File: src/rtl/multi_btn_debouncer.sv
`default_nettype none
// ============================================================================
//  Module      : multi_btn_debouncer
//  Description : N-channel front-panel button conditioner. Each channel has
//                a two-flop synchroniser, a debounce counter and a
//                press-classification FSM (IDLE / PRESSED / LONG).
//                Ports:
//                  clk           system clock
//                  rst           synchronous active-high reset
//                  btn_in        raw asynchronous button inputs
//                  btn_level     debounced level, 1 = pressed
//                  press_pulse   one-cycle pulse on accepted press
//                  release_pulse one-cycle pulse on accepted release
//                  short_pulse   release seen before long_pulse fired
//                  long_pulse    hold reached LONG_CYCLES
//                  repeat_pulse  every REPEAT_CYCLES while in LONG
//  Revision    : 1.0 - initial release
// ============================================================================
module multi_btn_debouncer #(
    parameter int N_CH            = 4,
    parameter int CNT_W           = 20,
    parameter int DEBOUNCE_CYCLES = 1000000,
    parameter int HOLD_W          = 26,
    parameter int LONG_CYCLES     = 50000000,
    parameter int REPEAT_CYCLES   = 10000000,
    parameter int REPEAT_EN       = 1,
    parameter int ACTIVE_LOW      = 0
) (
    input  logic            clk,
    input  logic            rst,
    input  logic [N_CH-1:0] btn_in,
    output logic [N_CH-1:0] btn_level,
    output logic [N_CH-1:0] press_pulse,
    output logic [N_CH-1:0] release_pulse,
    output logic [N_CH-1:0] short_pulse,
    output logic [N_CH-1:0] long_pulse,
    output logic [N_CH-1:0] repeat_pulse
);

    localparam logic [N_CH-1:0]   c_inv_mask = (ACTIVE_LOW != 0) ? {N_CH{1'b1}} : '0;
    localparam logic [CNT_W-1:0]  c_db_tc    = CNT_W'(DEBOUNCE_CYCLES - 1);
    localparam logic [HOLD_W-1:0] c_long_tc  = HOLD_W'(LONG_CYCLES - 1);
    localparam logic [HOLD_W-1:0] c_rep_tc   = HOLD_W'(REPEAT_CYCLES - 1);

    localparam logic [1:0] c_st_idle    = 2'd0;
    localparam logic [1:0] c_st_pressed = 2'd1;
    localparam logic [1:0] c_st_long    = 2'd2;

    // Polarity is normalised before the synchroniser so everything
    // downstream works in "1 = pressed" terms.
    logic [N_CH-1:0] r_s0;
    logic [N_CH-1:0] r_s1;

    always_ff @(posedge clk) begin
        if (rst) begin
            r_s0 <= '0;
            r_s1 <= '0;
        end else begin
            r_s0 <= btn_in ^ c_inv_mask;
            r_s1 <= r_s0;
        end
    end

    for (genvar i = 0; i < N_CH; i++) begin : g_ch
        logic [CNT_W-1:0]  r_cnt;
        logic              r_level;
        logic [1:0]        r_state;
        logic [1:0]        w_state_nxt;
        logic [HOLD_W-1:0] r_hcnt;
        logic [HOLD_W-1:0] w_hcnt_nxt;
        logic              w_accept;
        logic              w_press_acc;
        logic              w_rel_acc;
        logic              w_press;
        logic              w_rel;
        logic              w_short;
        logic              w_long;
        logic              w_rep;
        logic              r_press;
        logic              r_rel;
        logic              r_short;
        logic              r_long;
        logic              r_rep;

        // Accept happens on the same edge that updates r_level, so the FSM
        // pulses line up with the level change.
        assign w_accept    = (r_s1[i] != r_level) && (r_cnt == c_db_tc);
        assign w_press_acc = w_accept &  r_s1[i];
        assign w_rel_acc   = w_accept & ~r_s1[i];

        always_ff @(posedge clk) begin
            if (rst) begin
                r_cnt   <= '0;
                r_level <= 1'b0;
            end else if (r_s1[i] == r_level) begin
                r_cnt   <= '0;
            end else if (r_cnt == c_db_tc) begin
                r_level <= r_s1[i];
                r_cnt   <= '0;
            end else begin
                r_cnt   <= r_cnt + 1'b1;
            end
        end

        // Release takes priority over long / repeat terminal counts.
        always_comb begin
            w_state_nxt = r_state;
            w_hcnt_nxt  = r_hcnt;
            w_press     = 1'b0;
            w_rel       = 1'b0;
            w_short     = 1'b0;
            w_long      = 1'b0;
            w_rep       = 1'b0;
            case (r_state)
                c_st_idle: begin
                    w_hcnt_nxt = '0;
                    if (w_press_acc) begin
                        w_state_nxt = c_st_pressed;
                        w_press     = 1'b1;
                    end
                end
                c_st_pressed: begin
                    if (w_rel_acc) begin
                        w_state_nxt = c_st_idle;
                        w_rel       = 1'b1;
                        w_short     = 1'b1;
                        w_hcnt_nxt  = '0;
                    end else if (r_hcnt == c_long_tc) begin
                        w_state_nxt = c_st_long;
                        w_long      = 1'b1;
                        w_hcnt_nxt  = '0;
                    end else begin
                        w_hcnt_nxt  = r_hcnt + 1'b1;
                    end
                end
                c_st_long: begin
                    if (w_rel_acc) begin
                        w_state_nxt = c_st_idle;
                        w_rel       = 1'b1;
                        w_hcnt_nxt  = '0;
                    end else if (REPEAT_EN != 0) begin
                        if (r_hcnt == c_rep_tc) begin
                            w_rep      = 1'b1;
                            w_hcnt_nxt = '0;
                        end else begin
                            w_hcnt_nxt = r_hcnt + 1'b1;
                        end
                    end else begin
                        w_hcnt_nxt = '0;
                    end
                end
                default: begin
                    w_state_nxt = c_st_idle;
                    w_hcnt_nxt  = '0;
                end
            endcase
        end

        always_ff @(posedge clk) begin
            if (rst) begin
                r_state <= c_st_idle;
                r_hcnt  <= '0;
                r_press <= 1'b0;
                r_rel   <= 1'b0;
                r_short <= 1'b0;
                r_long  <= 1'b0;
                r_rep   <= 1'b0;
            end else begin
                r_state <= w_state_nxt;
                r_hcnt  <= w_hcnt_nxt;
                r_press <= w_press;
                r_rel   <= w_rel;
                r_short <= w_short;
                r_long  <= w_long;
                r_rep   <= w_rep;
            end
        end

        assign btn_level[i]     = r_level;
        assign press_pulse[i]   = r_press;
        assign release_pulse[i] = r_rel;
        assign short_pulse[i]   = r_short;
        assign long_pulse[i]    = r_long;
        assign repeat_pulse[i]  = r_rep;
    end

endmodule
`default_nettype wire
File: config.mk
export PLATFORM = sky130hd
export DESIGN_NAME = multi_btn_debouncer
export DESIGN_NICKNAME = d
export VERILOG_FILES = /design/src/rtl/multi_btn_debouncer.sv
export SDC_FILE = /design/constraint.sdc
export NUM_CORES = 1
export LEC_CHECK = 0
export CORE_MARGIN = 1
export CORE_UTILIZATION = 55
export CTS_CLUSTER_DIAMETER = 150
export DETAILED_ROUTE_END_ITERATION = 10
export GPL_ROUTABILITY_DRIVEN = 0
export PLACE_DENSITY = 0.72
export SLEW_MARGIN = 0
export SYNTH_ARGS = -nofsm -noshare
export SYNTH_HDL_FRONTEND = slang
export SYNTH_SLANG_ARGS = --single-unit
File: constraint.sdc
create_clock -name clk -period 4.6 [get_ports clk]
set_clock_uncertainty 0.05 [all_clocks]
set_input_delay 0.69 -clock clk [delete_from_list [all_inputs] [get_ports clk]]
set_output_delay 0.69 -clock clk [all_outputs]
set_load 0.01 [all_outputs]
==> results of run 1 <==
[worst paths after layout]
| check | endpoint | from | slack [ps] | cells after the start |
|---|---|---|---|---|
| worst max register to register | g_ch[0].r_hcnt[18]$_SDFF_PP0_ | g_ch[0].r_cnt[0]$_SDFF_PP0_ | 1750 | 6 |
| worst min register to register | r_s1[1]$_SDFF_PP0_ | r_s0[1]$_SDFF_PP0_ | 390 | 1 |
| worst min-delay path | r_s1[1]$_SDFF_PP0_ | r_s0[1]$_SDFF_PP0_ | 390 | 1 |
| worst max-delay path | g_ch[0].r_hcnt[18]$_SDFF_PP0_ | g_ch[0].r_cnt[0]$_SDFF_PP0_ | 1750 | 6 |
[cells by family after synthesis]
kind of cell / count (synthesis) / synth area share (%)
adder cells (fa/ha/maj): 21 / 2.54
flip-flops: 224 / 43.4
AO/OA/AOI/OAI: 56 / 4.08
buffers and inverters: 83 / 4.41
AND/OR/NAND/NOR: 629 / 31.3
multiplexers: 2 / 0.194
XOR/XNOR: 166 / 14.1
[worst reg2reg max path, stage by stage (launching register included)]
cell and delay (ps):
dfxtp_1 370, ha_1 220, nand4_1 150, or4_1 660, nor3_2 400, a211o_1 710, nor2_1 140
[sequential cells by signal, indices dropped and copies added, names as in the netlist]
signal / flops
g_ch.r_press: 4
g_ch.r_hcnt: 104
g_ch.r_short: 4
r_s0: 4
g_ch.r_state: 8
g_ch.r_rep: 4
r_s1: 4
g_ch.r_rel: 4
g_ch.r_level: 4
g_ch.r_long: 4
g_ch.r_cnt: 80
[routing by layer]
layer | global-route usage, % | vias up | routed length (um) | part of all wire (%)
met5 | 0 | - | 0 | 0
met4 | 5.96 | 0 | 386 | 2.0
met3 | 2.80 | 32 | 679 | 3.5
met2 | 33.3 | 113 | 8860 | 45
met1 | 28.7 | 3692 | 9580 | 49
li1 | - | 4090 | - | -
[metrics by stage]
stage / cells / cell area [um2] / power (W)
2_1_floorplan: 1181 / 10300 / 0.00201
3_3_place_gp: 1387 / 10600 / 0.00202
3_5_place_dp: 1387 / 10600 / 0.00202
4_1_cts: 1431 / 11400 / 0.00406
5_1_grt: 1431 / 11400 / 0.00414
6_report: 1431 / 11400 / 0.00400
[cell type report]
type,count,area (um2),share of cell area (%)
Multi-Input combinational cell,874,5400,47.2
Clock buffer,30,674,5.90
Timing Repair Buffer,30,298,2.61
Clock inverter,14,176,1.54
Inverter,30,113,0.985
Sequential cell,224,4480,39.2
Tap cell,229,287,2.51
[cell usage after synthesis (3+ instances only)]
cell type / count
o21ai_0: 9
or4b_2: 3
inv_1: 30
or2_2: 6
clkbuf_1: 15
or4_1: 4
buf_4: 29
nor3b_1: 3
nand4_1: 59
nor4b_1: 10
nor3_1: 33
dfxtp_1: 224
or3_1: 5
nor4_1: 26
nor2_1: 225
a21oi_1: 7
and2_1: 4
buf_6: 4
a31oi_1: 3
buf_2: 4
nor2b_1: 9
nor4bb_1: 6
xor2_1: 106
o31ai_1: 5
nand2_1: 71
nand3_1: 82
o211ai_1: 5
and4_1: 20
a211o_1: 7
and3_1: 34
xnor2_1: 60
nand2b_1: 12
nand4b_1: 4
or3b_2: 3
ha_1: 21
[power by group]
group          internal (W)  switching [W]  leakage [nW]
Combinational    0.00000832      0.0000170          1.37
Sequential          0.00194     0.00000279          1.81
Clock               0.00126       0.000767         0.424
==> impl_metrics.csv, run 1 <==
group,metric,value,unit
run,drv_cap,0,
synth,synth_async_sr_flop_share,0,%
timing,hold_viol,0,
synth,synth_area_leaders,"dfxtp_1 (43%), xor2_1 (9.0%), nor2_1 (8.2%), xnor2_1 (5.1%), nand3_1 (4.0%)",
timing,final-setup-viol-count,0,
global_routing,antenna_found_initial,0,
floorplanning,die_h,139,um
worst_setup_path,crit_type,"flop to flop",
floorplanning,start_util,56.8,%
worst_setup_path,cp-start-kind,"flop",
layout,area_delta_synth_final,10.6,%
floorplanning,io_pins,30,
clock_network,post_cts_buffers,0,
synth,yosysTopAreaCell,"dfxtp_1",
timing,worst_slew_pin_slew,1150,ps
global_routing,grt_max_degree,30,
timing,clock.fmax,351,MHz
floorplanning,dieArea,19300,um2
timing,finalCritPeriodShare,62.0,%
worst_setup_path,cp.arrival,3160,ps
worst_setup_path,critPathSlowestCell,"a211o_1",
floorplanning,core-area,18200,um2
worst_setup_path,crit_fanout,26,
route,viasPerCell,5.54,
pwr,power.density,350,nW/um2
worst_setup_path,worstPathRequired,4910,ps
layout,n_antenna_cell,0,
synth,synth_top_area_share,43.4,%
clock_network,insertion_delay,520,ps
timing,tns,0,ps
global_routing,gr-total-overflow,0,
place,dp_slack,1700,ps
place,place_hpwl,13200,um
synth,ys_types,59,
layout,final_common_cell,"nor2_1",
clock_network,clk_pin_slew,60,ps
route,drt-total-wl,19500,um
route,drt_iter0_markers,514,
clock_network,ctsLongestPathBuffers,3,
layout,final_core_utilization,62.8,%
clock_network,clock-sinks,224,
worst_setup_path,crit_buf_inv,0,
synth,syn-num-nets,1208,
clock_network,ctsHoldBuffers,0,
route,wl_per_cell,13.6,um
timing,slew_headroom,22.8,%
clock_network,ctsResizeCount,0,
global_routing,grt_pass1_wl,34200,um
worst_setup_path,end_kind,"flop",
worst_setup_path,crit_chain,"ha_1 -> nand4_1 -> or4_1 -> nor3_2 -> a211o_1 -> nor2_1",
synth,ys_seq_elements,224,
synth,synthCells,1181,
timing,whs,390,ps
clock_network,cts_tree,"yes",
route,ant_nets,0,
pwr,max-vdd-ir-drop,348,uV
layout,fillers,1574,
timing,grt_setup_unrepaired,"false",
synth,ys.flop_type,"dfxtp_1",
route,drtPass1Iterations,8,
layout,nets,1211,
global_routing,grt_pass1_vias,7338,
synth,avgSynthCellArea,8.75,um2
floorplanning,num_rows,49,
floorplanning,die_w,139,um
status,violations,"design-rule violations",
global_routing,grt_usage,20.6,%
synth,syn_area,10300,um2
synth,ys_seq_area_share,43.4,%
worst_setup_path,critical_path.top_delay_family,"simple AND/OR/NAND/NOR gates",
route,vias,7927,
clock_network,htreeDepth,1,
layout,final_cell_mix,"nor2_1 (225), dfxtp_1 (224), xor2_1 (106)",
synth,yosysWarnings,0,
timing,period_needed,2850,ps
route,drcViolationCount,2,
status,status,"complete, but fails checks",
pwr,p_leak,3.60,nW
worst_setup_path,critical-path-max-stage-delay,710,ps
synth,synth_enable_flop_cells,0,
clock_network,cts_buffers,24,
layout,drive_above_1_share,5.07,%
timing,setup_slack,1750,ps
clock_network,root_buffer,"clkbuf_16",
timing,slew_violations,0,
worst_hold_path,hold_class,"flop to flop",
place,port_buffers,29,
No activity file was read; power rests on OpenSTA's default activity.
==> inputs of run 2 (changes only) <==
Clock period 4.6 ns to 3 ns, I/O delays scaled along.
==> impl_metrics.csv, run 2 (synthesis gave the netlist of run 1 again) <==
group,metric,value,unit
floorplanning,num_rows,49,
layout,final_cell_mix,"nor2_1 (225), dfxtp_1 (224), xor2_1 (106)",
worst_setup_path,cp-start-kind,"flop",
floorplanning,core-area,18200,um2
global_routing,grt_usage,20.6,%
route,drt_iter0_markers,418,
worst_setup_path,cp.arrival,2820,ps
timing,whs,392,ps
layout,largest_reg_flops,104,
timing,tns,0,ps
route,ant_nets,0,
pwr,p_leak,3.62,nW
timing,setup_slack,516,ps
worst_setup_path,critPathSlowestCell,"or4_1",
timing,slew_headroom,44.6,%
timing,clock.fmax,403,MHz
global_routing,grt_pass1_vias,7353,
timing,finalCritPeriodShare,82.8,%
layout,area_delta_synth_final,10.7,%
route,drt-total-wl,19400,um
floorplanning,io_pins,30,
route,drcViolationCount,2,
timing,hold_viol,0,
run,drv_cap,0,
route,vias,7954,
clock_network,cts_buffers,24,
clock_network,ctsHoldBuffers,0,
layout,final_common_cell,"nor2_1",
worst_setup_path,rr_worst_depth,7,
layout,top_regs,"g_ch.r_hcnt: 104 flops, g_ch.r_cnt: 80 flops, g_ch.r_state: 8 flops",
timing,grt_setup_unrepaired,"false",
route,drtPass1Iterations,8,
global_routing,grt_max_degree,30,
pwr,total_power,0.00584,W
worst_setup_path,worstPathRequired,3340,ps
status,status,"complete, but fails checks",
timing,final-setup-viol-count,0,
place,place_hpwl,13200,um
clock_network,insertion_delay,510,ps
worst_setup_path,regToRegStartpoint,"g_ch[0].r_cnt[0]$_SDFF_PP0_",
floorplanning,die_w,139,um
pwr,power.density,510,nW/um2
global_routing,grt_pass1_wl,34000,um
layout,max_flop_register,"g_ch.r_hcnt",
pwr,max-vdd-ir-drop,341,uV
worst_setup_path,crit_type,"flop to flop",
clock_network,ctsLongestPathBuffers,3,
clock_network,post_cts_buffers,0,
layout,nets,1222,
worst_setup_path,crit_fanout,26,
worst_hold_path,hp-start,"r_s0[2]$_SDFF_PP0_",
timing,worst_slew_pin_slew,825,ps
floorplanning,start_util,56.8,%
place,dp_slack,513,ps
status,violations,"design-rule violations",
floorplanning,dieArea,19300,um2
route,viasPerCell,5.52,
worst_hold_path,holdPathStages,1,
clock_network,clk_pin_slew,60,ps
worst_setup_path,cp-startpoint,"g_ch[0].r_cnt[0]$_SDFF_PP0_",
place,port_buffers,29,
worst_setup_path,regToRegSetupSlack,520,ps
clock_network,ctsResizeCount,0,
worst_setup_path,critical-path-max-stage-delay,650,ps
worst_setup_path,critical_path.top_delay_family,"simple AND/OR/NAND/NOR gates",
global_routing,antenna_found_initial,0,
clock_network,clock-sinks,224,
clock_network,root_buffer,"clkbuf_16",
layout,drive_above_1_share,5.53,%
worst_hold_path,hold_path_end,"r_s1[2]$_SDFF_PP0_",
worst_setup_path,crit_buf_inv,1,
worst_hold_path,hold_class,"flop to flop",
timing,slew_violations,0,
layout,n_antenna_cell,0,
clock_network,cts_tree,"yes",
worst_setup_path,rr_endpoint,"g_ch[0].r_hcnt[6]$_SDFF_PP0_",
worst_setup_path,crit_chain,"ha_1 -> nand4_1 -> or4_1 -> nor3_2 -> a211o_1 -> buf_4 -> nor2_1",
floorplanning,die_h,139,um
worst_setup_path,end_kind,"flop",
clock_network,htreeDepth,1,
global_routing,gr-total-overflow,0,
timing,period_needed,2480,ps
route,wl_per_cell,13.5,um
[run 2: power breakdown]
part           internal (W)  switching (W)
logic             0.0000154      0.0000270
registers           0.00298     0.00000444
clock network       0.00166        0.00115
[run 2: final cells by class]
| cell class | count | area (um2) |
|---|---|---|
| inverters | 30 | 113 |
| multi-input cells | 874 | 5400 |
| flip-flops and latches | 224 | 4480 |
| clock inverters | 6 | 35.0 |
| well taps | 229 | 287 |
| fillers | 1603 | 6760 |
| repair buffers | 41 | 405 |
| clock buffers | 36 | 727 |
[run 2: how the worst max path moves through the flow]
stage	to	cells past startpoint
floorplan	g_ch[0].r_hcnt[11]$_SDFF_PP0_	9
global placement	g_ch[1].r_hcnt[9]$_SDFF_PP0_	6
detailed placement	g_ch[1].r_hcnt[11]$_SDFF_PP0_	6
CTS	g_ch[1].r_hcnt[3]$_SDFF_PP0_	6
global route	g_ch[2].r_hcnt[9]$_SDFF_PP0_	6
finish	g_ch[0].r_hcnt[6]$_SDFF_PP0_	7
[run 2: through the flow]
step	cells	cell area [um2]	utilization [%]
finish	1440	11400	62.9
detailed placement	1398	10700	58.7
global placement	1398	10700	58.7
CTS	1440	11400	62.9
global route	1440	11400	62.9
floorplan	1181	10300	-
[run 2: layer usage]
metal	vias up	share of wire (%)	GRT usage, %	wire length, um
li1	4111	-	-	-
met1	3698	49	27.9	9510
met2	109	45	33.5	8780
met3	36	2.9	2.83	555
met4	0	2.9	7.13	554
met5	-	0	0	0
==> inputs of run 3 (changes only) <==
Settings changed: PLACE_DENSITY 0.72 to 0.75.
Clock period 3 ns to 2.05 ns, I/O delays scaled along.
==> impl_metrics.csv, run 3 (synthesis gave the netlist of run 1 again) <==
group,metric,value,unit
status,status,"complete, but fails checks",
status,violations,"design-rule violations, negative setup slack",
global_routing,grt_pass1_wl,36400,um
timing,slew_violations,0,
floorplanning,core-area,18200,um2
place,dp_slack,-153,ps
layout,regArea,4490,um2
timing,finalCritPeriodShare,107,%
timing,period_needed,2200,ps
global_routing,grt_pass1_vias,8214,
clock_network,clock-sinks,224,
run,drv_cap,0,
worst_hold_path,hp-start,"btn_in[0]",
clock_network,root_buffer,"clkbuf_16",
place,port_buffers,29,
worst_setup_path,critical-path-max-stage-delay,550,ps
clock_network,clk_pin_slew,60,ps
worst_setup_path,regToRegStartpoint,"g_ch[2].r_hcnt[7]$_SDFF_PP0_",
clock_network,cts_buffers,24,
route,vias,8702,
timing,worst_slew_pin_slew,522,ps
layout,nets,1352,
floorplanning,num_rows,49,
route,wl_per_cell,14.6,um
worst_setup_path,crit_chain,"or4b_4 -> or4_1 -> o21a_1 -> o2111ai_4 -> buf_12 -> nor2_1",
layout,n_antenna_cell,0,
timing,clock.fmax,455,MHz
route,drtPass1Iterations,8,
worst_setup_path,cp-startpoint,"g_ch[2].r_hcnt[7]$_SDFF_PP0_",
global_routing,antenna_found_initial,0,
pwr,p_leak,4.48,nW
route,viasPerCell,5.55,
clock_network,htreeDepth,1,
pwr,total_power,0.00881,W
floorplanning,die_h,139,um
global_routing,grt_usage,22.0,%
layout,final_cell_mix,"dfxtp_1 (219), nor2_1 (181), buf_4 (121)",
global_routing,gr-total-overflow,0,
floorplanning,dieArea,19300,um2
pwr,power.density,670,nW/um2
worst_setup_path,critPathSlowestCell,"or4b_4",
worst_setup_path,cp.arrival,2560,ps
pwr,max-vdd-ir-drop,628,uV
layout,final_core_utilization,72.2,%
floorplanning,start_util,56.8,%
layout,area_delta_synth_final,27.2,%
route,drt-total-wl,22900,um
clock_network,ctsLongestPathBuffers,3,
floorplanning,io_pins,30,
layout,multi_input_area,5870,um2
route,ant_nets,0,
place,place_hpwl,14900,um
timing,final-setup-viol-count,108,
layout,largest_reg_flops,104,
timing,slew_headroom,64.9,%
layout,max_flop_register,"g_ch.r_hcnt",
route,drt_iter0_markers,388,
worst_setup_path,crit_type,"flop to flop",
timing,hold_viol,0,
route,drcViolationCount,5,
layout,top_regs,"g_ch.r_hcnt: 104 flops, g_ch.r_cnt: 80 flops, g_ch.r_state: 8 flops",
worst_setup_path,worstPathRequired,2410,ps
layout,final_common_cell,"dfxtp_1",
timing,grt_setup_unrepaired,"true",
clock_network,cts_tree,"yes",
worst_hold_path,hold_class,"input port to flop",
clock_network,ctsHoldBuffers,0,
worst_setup_path,end_kind,"flop",
layout,drive_above_1_share,20.5,%
floorplanning,die_w,139,um
worst_setup_path,cp-start-kind,"flop",
global_routing,grt_max_degree,27,
worst_setup_path,crit_fanout,13,
timing,setup_slack,-149,ps
layout,fillers,1335,
clock_network,insertion_delay,520,ps
[run 3: changes by cell type in the layout (fill, tap and decap cells not counted), sizes merged]
cell,previous run,this run
clkbuf,36,34
clkinvlp,2,1
bufinv,0,3
clkinv,4,8
buf,12,137
[run 3: worst paths after layout]
check                                       end  slack (ps)  depth (start not counted)
hold / removal               r_s0[0]$_SDFF_PP0_         300                          2
setup reg to reg  g_ch[2].r_hcnt[22]$_SDFF_PP0_        -150                          6
hold reg to reg              r_s1[2]$_SDFF_PP0_         390                          1
setup / recovery  g_ch[2].r_hcnt[22]$_SDFF_PP0_        -150                          6
[run 3: stage by stage]
| stage | hold WS, ps | TNS, ps | area [um2] | instances |
|---|---|---|---|---|
| 2_1_floorplan | 352 | -2630 | 10400 | 1181 |
| 3_3_place_gp | 367 | -3450 | 11700 | 1516 |
| 3_5_place_dp | 379 | -7300 | 11700 | 1516 |
| 4_1_cts | 289 | -5090 | 12600 | 1558 |
| 5_1_grt | 316 | -13770 | 13100 | 1569 |
| 6_report | 303 | -8370 | 13100 | 1569 |
[run 3: cell type report]
cell class	instances	share of cell area, %
clock buffers	29	5.03
clock inverters	12	1.08
inverters	30	0.857
multi-input cells	874	44.7
flip-flops and latches	224	34.2
well taps	229	2.18
repair buffers	171	12.0
[run 3: report_power, final]
part / internal [W] / switching (W)
Sequential: 0.00436 / 0.00000538
Clock: 0.00266 / 0.00170
Combinational: 0.0000379 / 0.0000489
[run 3: critical path, delay by kind of cell (launching register included)]
kind | cells | cell delay (ps)
AOI/OAI and AO/OA | 2 | 460
and+or+nand+nor | 3 | 1090
DFF | 1 | 320
buffers and inverters | 1 | 170
[run 3: repair_timing]
item                                    CTS  global route
endpoints found under the hold margin     0             0
pin swaps                                10            42
endpoints found under the setup margin   86           131
setup buffers                             1             4
cloned                                    0             7
gates resized for setup                  12           100
[run 3: routing by layer]
layer | vias to the layer above | GRT usage, % | share of wire (%)
met5 | - | 0 | 0
met4 | 0 | 6.49 | 2.0
met3 | 39 | 2.66 | 3.6
met2 | 166 | 38.9 | 49
met1 | 4140 | 28.2 | 45
li1 | 4357 | - | -
